==> config.mk <==
export PLATFORM = sky130hd
export DESIGN_NAME = vga_timing_gen
export DESIGN_NICKNAME = d
export VERILOG_FILES = /design/src/rtl/vga_timing_gen.sv
export SDC_FILE = /design/constraint.sdc
export NUM_CORES = 1
export LEC_CHECK = 0
export CAP_MARGIN = 20
export CORE_ASPECT_RATIO = 1.75
export CORE_MARGIN = 2
export CORE_UTILIZATION = 30
export DETAILED_ROUTE_END_ITERATION = 10
export PLACE_DENSITY = 0.62
export SYNTH_ARGS = -nofsm -noshare
export SYNTH_HDL_FRONTEND = slang
export SYNTH_SLANG_ARGS = --single-unit
==> constraint.sdc <==
create_clock -name clk -period 2.3 [get_ports clk]
set_clock_uncertainty 0.1 [all_clocks]
set_input_delay 0.46 -clock clk [delete_from_list [all_inputs] [get_ports clk]]
set_output_delay 0.46 -clock clk [all_outputs]
set_load 0.03 [all_outputs]
==> src/rtl/vga_timing_gen.sv <==
// VGA-style raster timing generator: pixel-rate divider, h/v position counters,
// sync/visible decodes and line/frame strobes.
module vga_timing_gen #(
  parameter int unsigned CLK_DIV  = 4,
  parameter int unsigned H_ACTIVE = 640,
  parameter int unsigned H_FP     = 16,
  parameter int unsigned H_SYNC   = 96,
  parameter int unsigned H_BP     = 48,
  parameter int unsigned V_ACTIVE = 480,
  parameter int unsigned V_FP     = 10,
  parameter int unsigned V_SYNC   = 2,
  parameter int unsigned V_BP     = 29,
  parameter bit          SYNC_POL = 1'b0,
  parameter int unsigned HW       = 10,
  parameter int unsigned VW       = 10
) (
  input  logic          clk,
  input  logic          reset,
  input  logic          en,
  output logic          pix_tick,
  output logic [HW-1:0] h_count,
  output logic [VW-1:0] v_count,
  output logic          hsync,
  output logic          vsync,
  output logic          display_en,
  output logic          line_end,
  output logic          frame_end
);

  localparam int unsigned H_TOTAL = H_ACTIVE + H_FP + H_SYNC + H_BP;
  localparam int unsigned V_TOTAL = V_ACTIVE + V_FP + V_SYNC + V_BP;
  localparam int unsigned DW      = (CLK_DIV > 1) ? $clog2(CLK_DIV) : 1;
  // Decode bounds may equal TOTAL, so compare one bit wider than the counters
  localparam int unsigned HXW     = HW + 1;
  localparam int unsigned VXW     = VW + 1;

  localparam logic [DW-1:0]  DIV_LAST  = DW'(CLK_DIV - 1);
  localparam logic [HW-1:0]  H_LAST    = HW'(H_TOTAL - 1);
  localparam logic [VW-1:0]  V_LAST    = VW'(V_TOTAL - 1);
  localparam logic [HXW-1:0] H_VIS_END = HXW'(H_ACTIVE);
  localparam logic [HXW-1:0] HS_BEG    = HXW'(H_ACTIVE + H_FP);
  localparam logic [HXW-1:0] HS_END    = HXW'(H_ACTIVE + H_FP + H_SYNC);
  localparam logic [VXW-1:0] V_VIS_END = VXW'(V_ACTIVE);
  localparam logic [VXW-1:0] VS_BEG    = VXW'(V_ACTIVE + V_FP);
  localparam logic [VXW-1:0] VS_END    = VXW'(V_ACTIVE + V_FP + V_SYNC);

  // Reject configurations whose counters cannot hold their last position
  if (CLK_DIV < 1) begin : g_err_div
    $error("vga_timing_gen: CLK_DIV must be at least 1");
  end
  if (64'(H_TOTAL) > (64'd1 << HW)) begin : g_err_hw
    $error("vga_timing_gen: HW too narrow for H_TOTAL-1");
  end
  if (64'(V_TOTAL) > (64'd1 << VW)) begin : g_err_vw
    $error("vga_timing_gen: VW too narrow for V_TOTAL-1");
  end

  logic [DW-1:0]  div_q, div_d;
  logic [HW-1:0]  h_q, h_d;
  logic [VW-1:0]  v_q, v_d;
  logic           hsync_q, hsync_d;
  logic           vsync_q, vsync_d;
  logic           de_q, de_d;
  logic [HXW-1:0] h_ext;
  logic [VXW-1:0] v_ext;

  // Strobes follow en immediately so nothing fires while frozen
  assign pix_tick  = en && (div_q == DIV_LAST);
  assign line_end  = pix_tick && (h_q == H_LAST);
  assign frame_end = line_end && (v_q == V_LAST);

  // Next-state counters; decodes are taken from next state so the registered
  // sync/visible flags stay cycle-aligned with the registered counters
  always_comb begin
    div_d   = div_q;
    h_d     = h_q;
    v_d     = v_q;
    h_ext   = '0;
    v_ext   = '0;
    hsync_d = ~SYNC_POL;
    vsync_d = ~SYNC_POL;
    de_d    = 1'b0;

    if (en) begin
      div_d = (div_q == DIV_LAST) ? '0 : div_q + DW'(1);
    end

    if (pix_tick) begin
      if (h_q == H_LAST) begin
        h_d = '0;
        v_d = (v_q == V_LAST) ? '0 : v_q + VW'(1);
      end else begin
        h_d = h_q + HW'(1);
      end
    end

    h_ext = {1'b0, h_d};
    v_ext = {1'b0, v_d};
    if ((h_ext >= HS_BEG) && (h_ext < HS_END)) hsync_d = SYNC_POL;
    if ((v_ext >= VS_BEG) && (v_ext < VS_END)) vsync_d = SYNC_POL;
    de_d = (h_ext < H_VIS_END) && (v_ext < V_VIS_END);
  end

  always_ff @(posedge clk) begin
    if (reset) begin
      div_q   <= '0;
      h_q     <= '0;
      v_q     <= '0;
      hsync_q <= ~SYNC_POL;
      vsync_q <= ~SYNC_POL;
      de_q    <= 1'b1;
    end else begin
      div_q   <= div_d;
      h_q     <= h_d;
      v_q     <= v_d;
      hsync_q <= hsync_d;
      vsync_q <= vsync_d;
      de_q    <= de_d;
    end
  end

  assign h_count    = h_q;
  assign v_count    = v_q;
  assign hsync      = hsync_q;
  assign vsync      = vsync_q;
  assign display_en = de_q;

endmodule

Word-level counts from Yosys, hierarchy flattened. Index checks and enable logic that the tools add are counted. W data, S select, Z words.

$add $sub $neg: 3. $lt $le $gt $ge: 6. Equality and inequality tests: 3. Multiplexer cells: 8. Reduce and logical (&&, ||, !) cells: 6.

Operators with widths (count): $mux W10 (5); $add A10 B1 Y10 const B (2); $eq A10 B10 Y1 const B (2); $lt A10 B10 Y1 const B (2); $lt A10 B9 Y1 const B (2); $ge A10 B10 Y1 const B (1); $ge A10 B9 Y1 const B (1); $logic_and A1 B1 Y1 (6); $add A2 B1 Y2 const B (1); $eq A2 B2 Y1 const B (1); $mux W1 (2); $mux W2 (1).

Register bits: 25. Bits of input ports: 3. Output and inout port bits: 26. Logic and storage cells: 32.

Longest topological paths before layout. Gate-level depths: netlist (run 1).

Depth in word-level cells: 7. Gate-level depth with buffers: 10. Mapped depth without buffers: 8.

Least setup slack after synthesis (run 1). Ideal clock, no wire load.

Path type: flip-flop to output port. Start: reg h_q[3] (netlist: h_count[3]). End: out frame_end. Arrival: 1945 ps. Required time: 1740 ps. Path slack: -205 ps. Stages on the path, launching flop included: 9. Path buffers: 3. Cells stage by stage: dfxtp_1 > buf_2 > nand2_1 > or2_1 > or3_1 > buf_6 > clkinv_4 > and2_1 > buf_2.

Longest elaborated chain between the ends: 3.

Ends and longest elaborated chain: start: declaration (line 59) `logic [HW-1:0] h_q, h_d;`; start signal: assignment (line 107) `h_q <= '0;`; start signal: assignment (line 114) `h_q <= h_d;`; $eq A10 B10 Y1 (line 69) `assign line_end = pix_tick && (h_q == H_LAST);`; $logic_and A1 B1 Y1 (line 69); net line_end (line 26) `output logic line_end,`; $logic_and A1 B1 Y1 (line 70) `assign frame_end = line_end && (v_q == V_LAST);`; end: declaration (line 27) `output logic frame_end`.

The timed path passes the listed nets, and every way through them passes these cells.

Final worst setup path (run 1).
Start: reg h_q[6] (netlist: h_count[6]). End: out frame_end.

Longest elaborated chain between the ends: 3.

Ends and longest elaborated chain (line): $eq A10 B10 Y1 (69); $logic_and A1 B1 Y1 (69); $logic_and A1 B1 Y1 (70).

Every way passes these cells.

==> results of run 1 <==
-- worst max-delay path, cell delays in order (launching register included) --
cell	delay (ns)
dfxtp_2	0.33
nand4bb_4	0.22
or2_1	0.24
or3_4	0.38
clkinv_8	0.06
and2_4	0.13
buf_6	0.12
-- registers in the layout (all words and copies together) (netlist names) --
register and cells:
hsync 1, vsync 1, h_count 10, v_count 10, div_q 2, display_en 1
-- area by class of cell --
cell class | instances | area (um2)
clock buffers | 3 | 41.29
clock inverters | 1 | 5.005
multi-input cells | 132 | 885.9
inverters | 9 | 46.29
repair buffers | 66 | 568.0
well taps | 52 | 65.06
fillers | 475 | 2489
flip-flops and latches | 25 | 524.3
-- path summary, 6_finish.rpt --
| check | from | to | slack (ns) | depth (start not counted) |
|---|---|---|---|---|
| worst max-delay path | h_count[6] | frame_end | -0.01 | 6 |
| worst min-delay path | div_q[0] | div_q[0] | 0.41 | 2 |
| worst max register to register | h_count[6] | display_en | 0.13 | 9 |
| worst min register to register | div_q[0] | div_q[0] | 0.41 | 2 |
-- stage by stage --
stage | hold slack (ns) | utilization (%) | setup TNS [ns]
finish | 0.4052 | 46.19 | -0.01362
global route | 0.4383 | 46.19 | -0.09013
CTS | 0.4132 | 45.51 | -0.09461
detailed placement | 0.3898 | 43.13 | -1.838
global placement | 0.3780 | 43.13 | -1.616
floorplan | 0.3646 | - | 0
-- power groups by stage --
stage | Sequential [mW] | Combinational [mW] | Clock (mW)
detailed placement | 0.444 | 0.0283 | 0
finish | 0.433 | 0.0275 | 0.274
global placement | 0.444 | 0.0279 | 0
global route | 0.434 | 0.0310 | 0.302
CTS | 0.434 | 0.0277 | 0.283
floorplan | 0.444 | 0.0142 | 0
-- timing repair --
item	in CTS	in global routing
pin swaps	2	4
endpoints found under the setup margin	3	3
cloned	0	0
gates resized for setup	7	7
setup buffers	4	0
-- logic make-up after synthesis --
group / Yosys count / share of synthesized area, %
flops: 25 / 35.27
mux: 2 / 1.411
buf+inv: 16 / 6.349
compound gates: 27 / 12.08
xor+xnor: 15 / 9.260
fa+ha+maj: 4 / 3.527
simple gates: 84 / 32.10
-- per-layer routing --
metal / up-vias / wire length [um] / track usage [%]
li1: 723 / - / -
met1: 656 / 1538 / 16.69
met2: 36 / 2080 / 28.33
met3: 12 / 130 / 1.096
met4: 0 / 131 / 9.325
met5: - / 0 / 0
-- cells in the final DEF (no fill, tap or decap), types with 8 or more instances in the layout --
cell type | Yosys | final
a21oi_1 | 9 | 9
buf_4 | 2 | 38
clkdlybuf4s50_1 | 0 | 24
dfxtp_1 | 25 | 14
inv_1 | 8 | 8
nand2_1 | 21 | 21
nor2_1 | 26 | 26
nor3_1 | 10 | 10
==> impl_metrics.ini, run 1 <==
[run_status]
status = finished with violations
violations = setup timing

[grt]
grt_max_degree = 17
antenna_found_initial = 0
grt-ovfl-total = 0
grtUsageTotal_pct = 15.32
grt_first_pass_wirelength_um = 6361
grt_pass1_vias = 1400

[cts]
clock_path_buffers = 2
htree_levels = 1
clk_pin_slew_ns = 0.09
ctsHoldBuffers = 0
cts_tree = done
cts_num_sinks = 25
numCtsBuffers = 3
clk_latency_ns = 0.27
root_buffer = clkbuf_8

[worst_setup_path]
crit_fanout = 4
cp-start-kind = flop
critPathCaptureType = primary output
worstPathRequired_ns = 1.74
criticalPathCategory = reg -> out
worstPathArrival_ns = 1.75

[power_and_ir_drop]
clock_power_share_pct = 37.3
sw_frac_of_total_pct = 22.99
finalPower_mw = 0.7342
cellLeakagePower_nw = 0.8558
p_comb_share_pct = 3.7
p_per_area_mw_per_mm2 = 343.8
internal_power_mw = 0.5654
power_switching_mw = 0.1688
ir_worst_vdd_mv = 0.3412
seqPwrFrac_pct = 59.0

[sta]
finalSetupViolCount = 1
hold_viol_final = 0
period_needed_ns = 2.314
fin_crit_sh_pct = 100.6
layout_setup_ws_ns = -0.01362
relSlewSlack_pct = 77.47
fmax_ghz = 0.4322
rsz0062_at_grt = true
slew_viol_final = 0
tightest_slew_ns = 0.3349

[logic_synthesis]
synth_cell_type_count = 44
synth_top_area_share_pct = 35.27
synth_largest_area_cell = dfxtp_1
synth_warnings = 0
syn_area_per_cell_um2 = 8.202
synthTopCellsByArea = dfxtp_1 35%, nor2_1 6.9%, nand2_1 5.6%, xor2_1 4.9%, xnor2_1 4.3%
syn-cell-area_mm2 = 0.001419
syn_nets = 180
netlist_instances = 173
synth_most_common_cell = nor2_1
yosysSeqAreaShare_pct = 35.27
async_reset_ff_share_pct = 0
synth_commonest_cells = 26 x nor2_1, 25 x dfxtp_1, 21 x nand2_1, 10 x nor3_1, 9 x a21oi_1
synth-edff-count = 0
synth_flop_cell = dfxtp_1
ys_ff_latch = 25

[place]
io_buffers = 28
dp_worst_setup_slack_ns = -0.3392
dp_hpwl_um = 2945
gp_congestion = 0.8748
dp_cells = 280
place_area_mm2 = 0.001994

[final_layout]
layout.cells.non_filler = 288
layout-drive-gt1-share_pct = 29.24
areaGrowthSynthToFinish_pct = 50.53
n_antenna_cell = 0
fin_area_mm2 = 0.002136
nNetsFinal = 244

[die]
initial_utilization_pct = 30.68
die_w_um = 55.99
fp.dieH_um = 94.98
rows = 33
floorplan.core_area_mm2 = 0.004624
ioPinCount = 29
dieArea_mm2 = 0.005317

[route]
ant_nets = 0
first_pass_iters = 4
drc = 0
routed_wl_um = 3881
vias = 1427
routed_via_density = 4.955
post_drt_wl_per_cell_um = 13.48
drt_iter0_markers = 26

[flow_run]
maxCapViolCount = 0

[worst_hold_path]
worstHoldPathType = reg -> reg
Note: power is estimated with default switching activity, not from simulation.
==> inputs of run 2 (changes only) <==
--- a/config.mk
+++ b/config.mk
@@ -5,12 +5,13 @@
 export SDC_FILE = /design/constraint.sdc
 export NUM_CORES = 1
 export LEC_CHECK = 0
+export ABC_CLOCK_PERIOD_IN_PS = 2300
 export CAP_MARGIN = 20
 export CORE_ASPECT_RATIO = 1.75
 export CORE_MARGIN = 2
-export CORE_UTILIZATION = 30
+export CORE_UTILIZATION = 45
 export DETAILED_ROUTE_END_ITERATION = 10
-export PLACE_DENSITY = 0.62
+export PLACE_DENSITY = 0.83
 export SYNTH_ARGS = -nofsm -noshare
 export SYNTH_HDL_FRONTEND = slang
 export SYNTH_SLANG_ARGS = --single-unit
==> impl_metrics.ini, run 2 (synthesized netlist as in run 1, its figures left out) <==
[sta]
layout_setup_ws_ns = -0.01493
fin_crit_sh_pct = 100.6
hold_viol_final = 0
fmax_ghz = 0.4320
rsz0062_at_grt = true
period_needed_ns = 2.315
relSlewSlack_pct = 78.79
hold-worst-slack_ns = 0.4112
finalSetupViolCount = 1
slew_viol_final = 0
tightest_slew_ns = 0.3177

[route]
drc = 0
ant_nets = 0
post_drt_wl_per_cell_um = 13.69
drt_iter0_markers = 38
first_pass_iters = 5
routed_via_density = 5.297
vias = 1462
routed_wl_um = 3779

[worst_setup_path]
r2r_start = div_q[0]
crit_path_top_delay_cell = dfxtp_2
cp_top_family = simple AND/OR/NAND/NOR gates
r2r_setup_slack_ns = 0.12
worstPathArrival_ns = 1.75
criticalPathCategory = reg -> out
critPathCaptureType = primary output
path_buf_inv = 2
critPathMaxStageDelay_ns = 0.44
crit_cells = 6
cp-start-kind = flop
crit_path_start = h_count[4]
crit_chain = nand2_1 > or2_1 > or3_4 > clkinv_8 > and2_4 > buf_6
crit_fanout = 9
rr_worst_depth = 7
worstPathRequired_ns = 1.74
r2r_end = display_en
endpoint = frame_end

[power_and_ir_drop]
sw_frac_of_total_pct = 22.11
power_switching_mw = 0.1609
cellLeakagePower_nw = 0.8342
p_per_area_mw_per_mm2 = 348.5
finalPower_mw = 0.7277
ir_worst_vdd_mv = 0.4968
clock_power_share_pct = 36.4
seqPwrFrac_pct = 59.7
p_comb_share_pct = 3.9
internal_power_mw = 0.5668

[die]
die_w_um = 46.45
rows = 27
fp.dieH_um = 78.28
initial_utilization_pct = 46.15
ioPinCount = 29
floorplan.core_area_mm2 = 0.003074
dieArea_mm2 = 0.003636

[final_layout]
final_common_cell = buf_4
n_antenna_cell = 0
layout-drive-gt1-share_pct = 27.90
most-common-layout-cells = 35 x buf_4, 26 x nor2_1, 24 x clkdlybuf4s50_1
final_core_util_pct = 67.93
layout.cells.non_filler = 276
nNetsFinal = 241
areaGrowthSynthToFinish_pct = 47.18

[worst_hold_path]
worstHoldPathType = reg -> reg

[grt]
grtUsageTotal_pct = 22.73
grt_max_degree = 17
grt_first_pass_wirelength_um = 6203
grt-ovfl-total = 0
antenna_found_initial = 0
grt_pass1_vias = 1446

[place]
gp_congestion = 0.8914
dp_cells = 266
dp_hpwl_um = 2795
io_buffers = 28
dp_worst_setup_slack_ns = -0.3367

[flow_run]
maxCapViolCount = 0

[cts]
ctsHoldBuffers = 0
clk_latency_ns = 0.27
root_buffer = clkbuf_8
numCtsBuffers = 3
htree_levels = 1
cts_tree = done
clk_pin_slew_ns = 0.09
cts_num_sinks = 25
clock_path_buffers = 2

[run_status]
violations = setup timing
status = finished with violations
-- run 2: timing repair --
action | CTS | global route
pin swaps | 2 | 3
setup buffers | 4 | 2
setup endpoints to repair | 3 | 3
resized for setup | 7 | 5
-- run 2: layout make-up --
class	instances	area, um2
Sequential cell	25	520.5
Multi-Input combinational cell	132	875.8
Timing Repair Buffer	63	545.5
Clock buffer	3	41.29
Fill cell	247	985.9
Clock inverter	1	5.005
Inverter	9	46.29
Tap cell	43	53.80
-- run 2: per-stage QoR --
step / cell area [um2] / setup TNS (ns)
2_1_floorplan: 1459 / 0
6_report: 2088 / -0.01493
3_5_place_dp: 1946 / -1.563
5_1_grt: 2088 / -0.06605
3_3_place_gp: 1946 / -1.235
4_1_cts: 2056 / -0.04703
-- run 2: worst min path at each step --
stage,start,to,slack [ns],depth (start not counted)
after detailed placement,div_q[1],div_q[1],0.39,2
after floorplan,div_q[1],div_q[1],0.36,2
after global placement,div_q[1],div_q[1],0.38,2
after global routing,div_q[1],div_q[1],0.46,2
after CTS,div_q[1],div_q[1],0.41,2
final,div_q[1],div_q[1],0.41,2
-- run 2: worst register-to-register path, delay by kind of cell (launching register included) --
family,cells,cell delay [ns]
and+or+nand+nor,4,1.24
adders and majority gates,1,0.19
xor gates and xnor gates,1,0.12
AOI/OAI and AO/OA,1,0.09
DFF,1,0.35
-- run 2: layer usage --
layer	vias up	part of all wire, %	track usage [%]	routed length [um]
met2	51	56	40.42	2105
li1	717	-	-	-
met1	678	36	24.68	1362
met4	0	4.6	12.57	172
met5	-	0	0	0
met3	16	3.7	1.379	139
-- run 2: power by group through the flow --
stage               registers (mW)  logic, mW  clock network (mW)
detailed placement           0.444     0.0283                   0
CTS                          0.434     0.0281               0.273
global route                 0.435     0.0321               0.293
finish                       0.434     0.0287               0.265
floorplan                    0.444     0.0142                   0
global placement             0.444     0.0277                   0
